## config.mk

```make
export PLATFORM = sky130hd
export DESIGN_NAME = usb_status_transmitter
export DESIGN_NICKNAME = d
export VERILOG_FILES = /design/src/rtl/usb_pkg.sv /design/src/rtl/sync_2ff.sv /design/src/rtl/usb_status_transmitter.sv
export SDC_FILE = /design/constraint.sdc
export NUM_CORES = 1
export LEC_CHECK = 0
export CAP_MARGIN = 30
export CORE_MARGIN = 2
export CORE_UTILIZATION = 50
export DETAILED_ROUTE_END_ITERATION = 7
export GPL_ROUTABILITY_DRIVEN = 0
export GPL_TIMING_DRIVEN = 0
export HOLD_SLACK_MARGIN = 0.1
export PLACE_DENSITY = 0.73
export SYNTH_ARGS = -nofsm -noshare
export SYNTH_HDL_FRONTEND = slang
export SYNTH_HIERARCHICAL = 1
export SYNTH_SLANG_ARGS = --single-unit
```

## constraint.sdc

```tcl
create_clock -name clk -period 2.19 [get_ports clk]
set_input_delay 0.438 -clock clk [delete_from_list [all_inputs] [get_ports clk]]
set_output_delay 0.438 -clock clk [all_outputs]
set_load 0.01 [all_outputs]
```

## src/rtl/usb_pkg.sv

```systemverilog
// Shared definitions for the USB status transmit path: FSM encodings, sync byte, frame length.
// Build option: USB_TX_CHECKSUM_EN appends an XOR checksum byte to every frame.
package usb_pkg;

   typedef enum logic [2:0] {
      ST_IDLE     = 3'd0,
      ST_REQ_BUS  = 3'd1,
      ST_WAIT_TXE = 3'd2,
      ST_SETUP    = 3'd3,
      ST_STROBE   = 3'd4,
      ST_HOLD     = 3'd5,
      ST_RECOVER  = 3'd6,
      ST_DONE     = 3'd7
   } tx_state_t;

   localparam logic [7:0] SYNC_BYTE_DEFAULT = 8'hA5;
   localparam int         BYTE_IDX_W        = 3;

`ifdef USB_TX_CHECKSUM_EN
   localparam int FRAME_BYTES = 5;
`else
   localparam int FRAME_BYTES = 4;
`endif

   // Byte idx of a frame: sync, switches high, switches low, seq, optional checksum.
   function automatic logic [7:0] frame_byte(input logic [BYTE_IDX_W-1:0] idx,
                                             input logic [7:0]            sync,
                                             input logic [15:0]           sw,
                                             input logic [7:0]            seq);
      logic [7:0] b;
      case (idx)
         3'd0:    b = sync;
         3'd1:    b = sw[15:8];
         3'd2:    b = sw[7:0];
         3'd3:    b = seq;
`ifdef USB_TX_CHECKSUM_EN
         3'd4:    b = sync ^ sw[15:8] ^ sw[7:0] ^ seq;
`endif
         default: b = 8'h00;
      endcase
      return b;
   endfunction

endpackage

```

## src/rtl/sync_2ff.sv

```systemverilog
// Two-flop synchronizer for a single asynchronous level; both flops reset to RESET_VAL.
module sync_2ff #(
   parameter logic RESET_VAL = 1'b1
) (
   input  logic clk,
   input  logic reset_n,
   input  logic d,
   output logic q
);

   logic meta;

   always_ff @(posedge clk) begin
      if (!reset_n) begin
         meta <= RESET_VAL;
         q    <= RESET_VAL;
      end else begin
         meta <= d;
         q    <= meta;
      end
   end

endmodule

```

## src/rtl/usb_status_transmitter.sv

```systemverilog
// Sends sync/switch/sequence(/checksum) status frames through the FT245 write port.
// Build option: USB_TX_CHECKSUM_EN (see usb_pkg) selects the 5-byte checksummed frame.
module usb_status_transmitter
   import usb_pkg::*;
#(
   parameter int         WR_LOW_CYCLES  = 3,
   parameter int         SETUP_CYCLES   = 1,
   parameter int         HOLD_CYCLES    = 1,
   parameter int         RECOVER_CYCLES = 4,
   parameter logic [7:0] SYNC_BYTE      = SYNC_BYTE_DEFAULT
) (
   input  logic        clk,
   input  logic        reset_n,
   input  logic        send_req,
   input  logic [15:0] panel_switches,
   input  logic        txe_n_raw,
   input  logic        bus_grant,
   output logic        bus_req,
   output logic [7:0]  data_bus_out,
   output logic        data_out_enable,
   output logic        wr_n,
   output logic        busy,
   output logic        frame_done,
   output logic [2:0]  state_out
);

   localparam int CNT_W = 8;
   // Below 3 recover cycles the synchronizer could still present a stale low txe_n.
   localparam int RECOVER_EFF = (RECOVER_CYCLES < 3) ? 3 : RECOVER_CYCLES;

   localparam logic [CNT_W-1:0]      SETUP_LAST   = CNT_W'(SETUP_CYCLES - 1);
   localparam logic [CNT_W-1:0]      STROBE_LAST  = CNT_W'(WR_LOW_CYCLES - 1);
   localparam logic [CNT_W-1:0]      HOLD_LAST    = CNT_W'(HOLD_CYCLES - 1);
   localparam logic [CNT_W-1:0]      RECOVER_LAST = CNT_W'(RECOVER_EFF - 1);
   localparam logic [BYTE_IDX_W-1:0] LAST_BYTE    = BYTE_IDX_W'(FRAME_BYTES - 1);

   tx_state_t             state;
   logic [CNT_W-1:0]      cnt;
   logic [BYTE_IDX_W-1:0] byte_idx;
   logic [15:0]           sw_q;
   logic [7:0]            seq_q;
   logic [7:0]            seq;
   logic                  txe_n;
   logic [7:0]            cur_byte;

   sync_2ff #(.RESET_VAL(1'b1)) u_txe_sync (
      .clk     (clk),
      .reset_n (reset_n),
      .d       (txe_n_raw),
      .q       (txe_n)
   );

   assign cur_byte  = frame_byte(byte_idx, SYNC_BYTE, sw_q, seq_q);
   assign state_out = state;

   // Handshake: bus_req rises in REQ_BUS and stays up through RECOVER of the last
   // byte; the bus is driven only after bus_grant is seen, and a byte in flight
   // (SETUP..HOLD) finishes regardless of bus_grant or txe_n.
   always_ff @(posedge clk) begin
      if (!reset_n) begin
         state           <= ST_IDLE;
         cnt             <= '0;
         byte_idx        <= '0;
         sw_q            <= '0;
         seq_q           <= '0;
         seq             <= '0;
         bus_req         <= 1'b0;
         data_bus_out    <= '0;
         data_out_enable <= 1'b0;
         wr_n            <= 1'b1;
         busy            <= 1'b0;
         frame_done      <= 1'b0;
      end else begin
         frame_done <= 1'b0;
         case (state)
            ST_IDLE: begin
               if (send_req) begin
                  sw_q     <= panel_switches;
                  seq_q    <= seq;
                  byte_idx <= '0;
                  busy     <= 1'b1;
                  bus_req  <= 1'b1;
                  state    <= ST_REQ_BUS;
               end
            end
            ST_REQ_BUS: begin
               if (bus_grant) state <= ST_WAIT_TXE;
            end
            ST_WAIT_TXE: begin
               if (!txe_n) begin
                  cnt             <= '0;
                  data_out_enable <= 1'b1;
                  data_bus_out    <= cur_byte;
                  state           <= ST_SETUP;
               end
            end
            ST_SETUP: begin
               if (cnt == SETUP_LAST) begin
                  cnt   <= '0;
                  wr_n  <= 1'b0;
                  state <= ST_STROBE;
               end else begin
                  cnt <= cnt + CNT_W'(1);
               end
            end
            ST_STROBE: begin
               if (cnt == STROBE_LAST) begin
                  cnt   <= '0;
                  wr_n  <= 1'b1;
                  state <= ST_HOLD;
               end else begin
                  cnt <= cnt + CNT_W'(1);
               end
            end
            ST_HOLD: begin
               if (cnt == HOLD_LAST) begin
                  cnt             <= '0;
                  data_out_enable <= 1'b0;
                  state           <= ST_RECOVER;
               end else begin
                  cnt <= cnt + CNT_W'(1);
               end
            end
            ST_RECOVER: begin
               if (cnt == RECOVER_LAST) begin
                  cnt <= '0;
                  if (byte_idx == LAST_BYTE) begin
                     frame_done <= 1'b1;
                     bus_req    <= 1'b0;
                     state      <= ST_DONE;
                  end else begin
                     byte_idx <= byte_idx + BYTE_IDX_W'(1);
                     state    <= ST_WAIT_TXE;
                  end
               end else begin
                  cnt <= cnt + CNT_W'(1);
               end
            end
            ST_DONE: begin
               seq   <= seq + 8'd1;
               busy  <= 1'b0;
               state <= ST_IDLE;
            end
            default: state <= ST_IDLE;
         endcase
      end
   end

endmodule

```

==> results of run 1 <==
-- report_power, final --
| group | switching [mW] | leakage, nW | internal (mW) |
|---|---|---|---|
| clock | 0.421 | 0.0964 | 0.553 |
| combinational | 0.237 | 0.716 | 0.175 |
| sequential | 0.0312 | 0.495 | 1.16 |
| total | 0.688 | 1.31 | 1.89 |
-- critical path: stages, from the launching register on --
cell	delay (ps)
dfxtp_1	430
clkbuf_1	330
inv_1	90
ha_1	300
nor2b_1	200
a311o_1	190
nand3_1	130
mux2_2	280
-- sequential cells by signal (all words and copies together) (netlist names) --
| signal | count |
|---|---|
| byte_idx | 3 |
| data_out_enable | 1 |
| state_out | 3 |
| u_txe_sync/q | 1 |
| seq_q | 8 |
| frame_done | 1 |
| cnt | 8 |
| bus_req | 1 |
| data_bus_out | 8 |
| seq | 8 |
| wr_n | 1 |
| sw_q | 16 |
| busy | 1 |
| u_txe_sync/meta | 1 |
-- cell families (layout without fill, tap and decap cells) --
kind of cell / count (synthesis) / in the layout / synth area share
buffers and inverters: 33 / 85 / 0.05227
multiplexers: 7 / 7 / 0.02528
XOR/XNOR: 9 / 9 / 0.02699
flip-flops: 61 / 61 / 0.4182
adder cells (fa/ha/maj): 9 / 9 / 0.03856
AND/OR/NAND/NOR: 156 / 156 / 0.2751
AO/OA/AOI/OAI: 75 / 75 / 0.1637
-- through the flow --
stage / hold WS, ps / power, mW / cell area (um^2) / util / TNS (ps)
final: 430.0 / 2.577 / 3570 / 0.6404 / 0
after global placement: 393.6 / 1.617 / 3371 / 0.6047 / -216.6
after detailed placement: 420.1 / 1.624 / 3371 / 0.6047 / -355.5
after CTS: 439.1 / 2.595 / 3563 / 0.6393 / 0
after floorplan: 386.3 / 1.472 / 2920 / - / 0
after global routing: 456.2 / 2.697 / 3570 / 0.6404 / 0
-- metal layers --
| layer | vias to the layer above | GRT usage |
|---|---|---|
| met4 | 0 | 0.05763 |
| met1 | 1258 | 0.2803 |
| met3 | 8 | 0.07865 |
| met2 | 50 | 0.4092 |
| met5 | - | 0 |
| li1 | 1322 | - |
-- what timing repair did --
item / CTS / global route
resized for setup: 0 / 1
endpoints found under the hold margin: 0 / 0
setup endpoints to repair: 0 / 8
-- final cells by class --
cell class / count / share of cell area
well taps: 72 / 0.02524
flip-flops and latches: 61 / 0.3421
clock inverters: 4 / 0.01332
plain buffers: 23 / 0.03225
clock buffers: 12 / 0.04066
multi-input cells: 256 / 0.4350
repair buffers: 36 / 0.1009
inverters: 10 / 0.01052
-- placed cells by master (no fill, tap or decap), types with 4 or more instances in the layout --
cell / instances
clkbuf_8: 10
mux2i_1: 4
ha_1: 9
xor2_1: 5
nand3b_1: 8
nand2b_1: 6
and3_1: 6
a31oi_1: 4
clkdlybuf4s50_1: 36
clkbuf_1: 16
a21oi_1: 30
nor2b_1: 9
inv_1: 10
nand4_1: 5
buf_2: 5
dfxtp_1: 61
nor3_1: 10
xnor2_1: 4
nand3_1: 11
nor2_1: 16
nand2_1: 70
a221oi_1: 4
o21ai_0: 13
a22oi_1: 8
-- worst paths after layout --
kind	start	to	slack, ps	cells after the start
setup / recovery	byte_idx[2]	byte_idx[0]	130	7
hold / removal	u_txe_sync/meta	u_txe_sync/q	430	1
setup reg to reg	byte_idx[2]	byte_idx[0]	130	7
hold reg to reg	u_txe_sync/meta	u_txe_sync/q	430	1
==> results.md, run 1 <==
- Crit Path Max Fanout: 10
- Port-buffer cells: 36
- HPWL after detailed placement: 4951 um
- FF+latch count, synth: a little over 60
- Hold-fix buffers, CTS: 0
- Final Max Slew Viols: 0
- Syn nets: between 300 and 400
- Vias in the first global route: 2484
- CTS tree: built
- Post-route DRC: 0
- Clock Skew: 9.458 ps
- Cell taking the most area after synthesis: dfxtp_1
- Fmax achieved: 485.1 MHz
- Inst Count DP: 458
- Die Wd: 80.43 um
- Hold crit path type: reg2reg
- Layout cells sized above 1: 0.08209
- First drt pass iteration count: 4
- CP Capture Type: register
- Post-Layout Cell Count: approximately 470
- Initial antenna violation count: 0
- Aggregate global routing overflow: 0
- Area delta synth->final: 22.24%
- Slew margin rel.: 0.6099
- Lkg Pwr: 1.308 nW
- VDD IR max: 0.5117 mV
- Run status: finished, final reports clean
- Drt wl/cell: 14.64 um
- Setup slack after layout: 128.5 ps
- TritonCTS Buffers: 9
- Ys Warns: 6
- FF+latch area: between 1000 and 1500 um^2
- M1 WL: ~3100 um
- Critical Path RT: 2420 ps
- Ys flop type: dfxtp_1
- Worst-skew pair later-pin latency: 340 ps
- 1st-iter DRT viols: 160
- Setup Buffers After CTS: 0
- Count leader, synth: nand2_1
- Crit start category: register
- Clock period minus worst slack: 2062 ps
- Synth async-reset ratio: 0
- Total global-route track usage: 0.2360
- WL met3: between 300 and 400 um
- Mapped Area: 2920 um^2
- Fillers: 499
- Root buffer selected by CTS: clkbuf_8
- DR vias/cell: 5.565
- Area fraction of the dominant cell type after synthesis: 0.4182
- Post-synth cell types: 53
- Area taken by multi-input logic gates: about 1600 um^2
- RSZ-0062 raised after global routing: false
- Top sig layer: met4
- WL met2: 3412 um
- Post-synth EDFFs: 0
- Cell Rows: 27
- Final Setup Violations: 0
- Max_cap viols: 0
- Final hold vios: 0
- Routed WL: between 6000 and 7000 um
- Largest net degree at the start of global routing: 11
- Clock transition at the registers of the reported paths: 60 ps
- Starting Density: 0.5239
- PwrDens: between 700 and 800 nW/um^2
- Antenna Cells: 0
- Setup CP Type: reg2reg
- Antenna Nets Post-Route: 0
- Mapped Avg Cell Area: 8.344 um^2
- Total number of vias: around 2600
- Die area: ~6500 um^2
- Cells after Synth: 350
- Dominant cells by area after synthesis: dfxtp_1 (42%), nand2_1 (9.0%), a21oi_1 (5.1%)
- CTS HTree Levels: 3
- Total Nets Final: 427
- Arrival time of the worst setup path: 2290 ps
- Global-route wire length before repair: 11700 um
- CTS sink cnt: 61
- CTS Buffer Depth: 2
- Die Y: 80.43 um
- Worst-Margin Slew: 585.1 ps
- Period utilisation layout: 0.9413
- Core ar.: 5574 um^2
- Synth top cells by count: nand2_1 (70), dfxtp_1 (61), a21oi_1 (30), nor2_1 (16), clkbuf_1 (14)
- Register area share after synthesis: 0.4182
- Pre-CTS setup slack: -48.81 ps
- Ports: 37
(Power assumes the default switching activity.)
==> run 2, diff against run 1 <==
- PLACE_DENSITY: 0.73 -> 0.77
==> results.md, run 2 (synthesis results as in run 1) <==
- Run status: finished, final reports clean
- Initial antenna violation count: 0 (unchanged)
- Top sig layer: met4
- Aggregate global routing overflow: 0 (unchanged)
- Core ar.: 5574 um^2 (unchanged)
- Clock transition at the registers of the reported paths: 70 ps (about the same)
- Critical Path, Cell by Cell: clkbuf_2 > inv_1 > ha_1 > nor4_2 > nor3_4 > a22oi_1 > nor2_1
- CP Capture Type: register
- CTS resizes: 0 (unchanged)
- HP Start: u_txe_sync/meta
- Worst Hold End: u_txe_sync/q
- Inst Count DP: 458 (unchanged)
- Hold crit path type: reg2reg
- Commonest non-fill, non-tap cell in the layout: nand2_1
- Die Y: 80.43 um (unchanged)
- Layout cells sized above 1: 0.08728 (+0.005192)
- Largest register FFs: 16 (unchanged)
- Crit start category: register
- CTS Buffer Depth: 2 (unchanged)
- Crit Path Max Fanout: 10 (unchanged)
- Die Wd: 80.43 um (unchanged)
- Commonest cells after routing, fill and taps aside: nand2_1 (70), dfxtp_1 (61), clkdlybuf4s50_1 (36)
- Cell Rows: 27 (unchanged)
- Critical Path RT: 2390 ps (-30 ps)
- Post-route DRC: 0 (unchanged)
- Slew margin rel.: 0.6263 (+0.01636)
- Pre-CTS setup slack: -95.31 ps (-46.50 ps)
- Worst-skew pair later-pin latency: 340 ps (about the same)
- R2R Setup Slk: 220 ps (+90 ps)
- Arrival time of the worst setup path: 2170 ps (-120 ps)
- HPWL after detailed placement: 4923 um (-0.57%)
- Setup slack after layout: 220.9 ps (+92.45 ps)
- Hold-fix buffers, CTS: 0 (unchanged)
- CTS sink cnt: 61 (unchanged)
- Clock Skew: 7.902 ps (-1.556 ps)
- Fillers: 504 (+1.0%)
- R2R depth: 7 (unchanged)
- Largest net degree at the start of global routing: 11 (unchanged)
- Antenna Nets Post-Route: 0 (unchanged)
- CTS tree: built
- 1st-iter DRT viols: 159 (-0.63%)
- Die area: 6468 um^2 (unchanged)
- FF+latch area: 1221 um^2 (unchanged)
- Port-buffer cells: 36 (unchanged)
- Final Setup Violations: 0 (unchanged)
- Worst path bufs/invs: 2 (unchanged)
- Drt wl/cell: 14.84 um (+1.4%)
- M1 WL: 3051 um (-2.4%)
- CP peak stage delay: 440 ps (about the same)
- WL met2: 3369 um (-1.3%)
- VDD IR max: 0.3537 mV (-31%)
- Antenna Cells: 0 (unchanged)
- R2r endpoint: data_bus_out[7]
- Final Max Slew Viols: 0 (unchanged)
- PwrDens: 730.8 nW/um^2 (+1.2%)
- Delay-heaviest family, CP: simple AND/OR/NAND/NOR gates
- RSZ-0062 raised after global routing: false
- Period utilisation layout: 0.8991 (-0.04221)
- Ports: 37 (unchanged)
- Total Nets Final: 427 (unchanged)
- Lkg Pwr: 1.316 nW (+0.63%)
- Setup CP Type: reg2reg
- Area taken by multi-input logic gates: 1553 um^2 (unchanged)
- First drt pass iteration count: 4 (unchanged)
- WL met3: 354 um (+6.6%)
- Setup Buffers After CTS: 0 (unchanged)
- Clock period minus worst slack: 1969 ps (-92.45 ps)
- Vias in the first global route: 2492 (+0.32%)
- Worst-Margin Slew: 560.6 ps (-24.53 ps)
- Largest Register: sw_q
- Routed WL: 7020 um (+1.2%)
- Post-Layout Cell Count: 473 (-0.21%)
- CTS HTree Levels: 3 (unchanged)
- TritonCTS Buffers: 9 (unchanged)
- Hold Crit Depth: 1 (unchanged)
- Total number of vias: 2647 (+0.34%)
- Root buffer selected by CTS: clkbuf_8
- Global-route wire length before repair: 11520 um (-1.5%)
- Final hold vios: 0 (unchanged)
- Starting Density: 0.5239 (unchanged)
- Total global-route track usage: 0.2328 (-0.003276)
- Max_cap viols: 0 (unchanged)
- R2R Path Start: byte_idx[2]
- Area delta synth->final: 22.49%
- DR vias/cell: 5.596 (+0.55%)
- Fmax achieved: 507.9 MHz (+4.7%)
- Slowest cell on the critical path: dfxtp_1
==> run 2: changes by cell type in the layout (fill, tap and decap cells not counted), sizes merged <==
cell and delta:
clkbuf -1
==> run 2: metrics by stage <==
step	hold slack, ps	power (mW)	TNS (ps)	area, um^2	util
after global routing	431.1	2.715	0	3577	0.6418
after CTS	413.0	2.624	0	3570	0.6404
after detailed placement	396.5	1.623	-772.0	3371	0.6047
final	408.4	2.614	0	3577	0.6418
after global placement	391.4	1.616	-214.3	3371	0.6047
after floorplan	386.3	1.472	0	2920	-
==> run 2: worst max path at each step <==
stage	cells after the start	endpoint	startpoint	slack, ps
2_1_floorplan	7	data_bus_out[4]	byte_idx[2]	450
6_report	7	data_bus_out[7]	byte_idx[2]	220
3_3_place_gp	7	sw_q[2]	send_req	-30
4_1_cts	7	data_bus_out[7]	byte_idx[2]	40
5_1_grt	7	sw_q[2]	send_req	110
3_5_place_dp	7	sw_q[1]	send_req	-100
==> run 2: layout make-up <==
class	count	share of cell area
Timing Repair Buffer	36	0.1007
Clock buffer	11	0.04232
Sequential cell	61	0.3414
Buffer	23	0.03253
Multi-Input combinational cell	256	0.4341
Inverter	10	0.01049
Tap cell	72	0.02518
Clock inverter	4	0.01329
==> run 2: power breakdown <==
part	switching [mW]	internal (mW)	total [mW]
Clock	0.434	0.577	1.01
Combinational	0.236	0.175	0.411
Sequential	0.0314	1.16	1.19
Total	0.701	1.91	2.61
==> run 2: routing by layer <==
layer | GRT usage | up-vias
met4 | 0.1424 | 0
met5 | 0 | -
li1 | - | 1313
met2 | 0.3833 | 91
met3 | 0.04045 | 19
met1 | 0.2813 | 1224
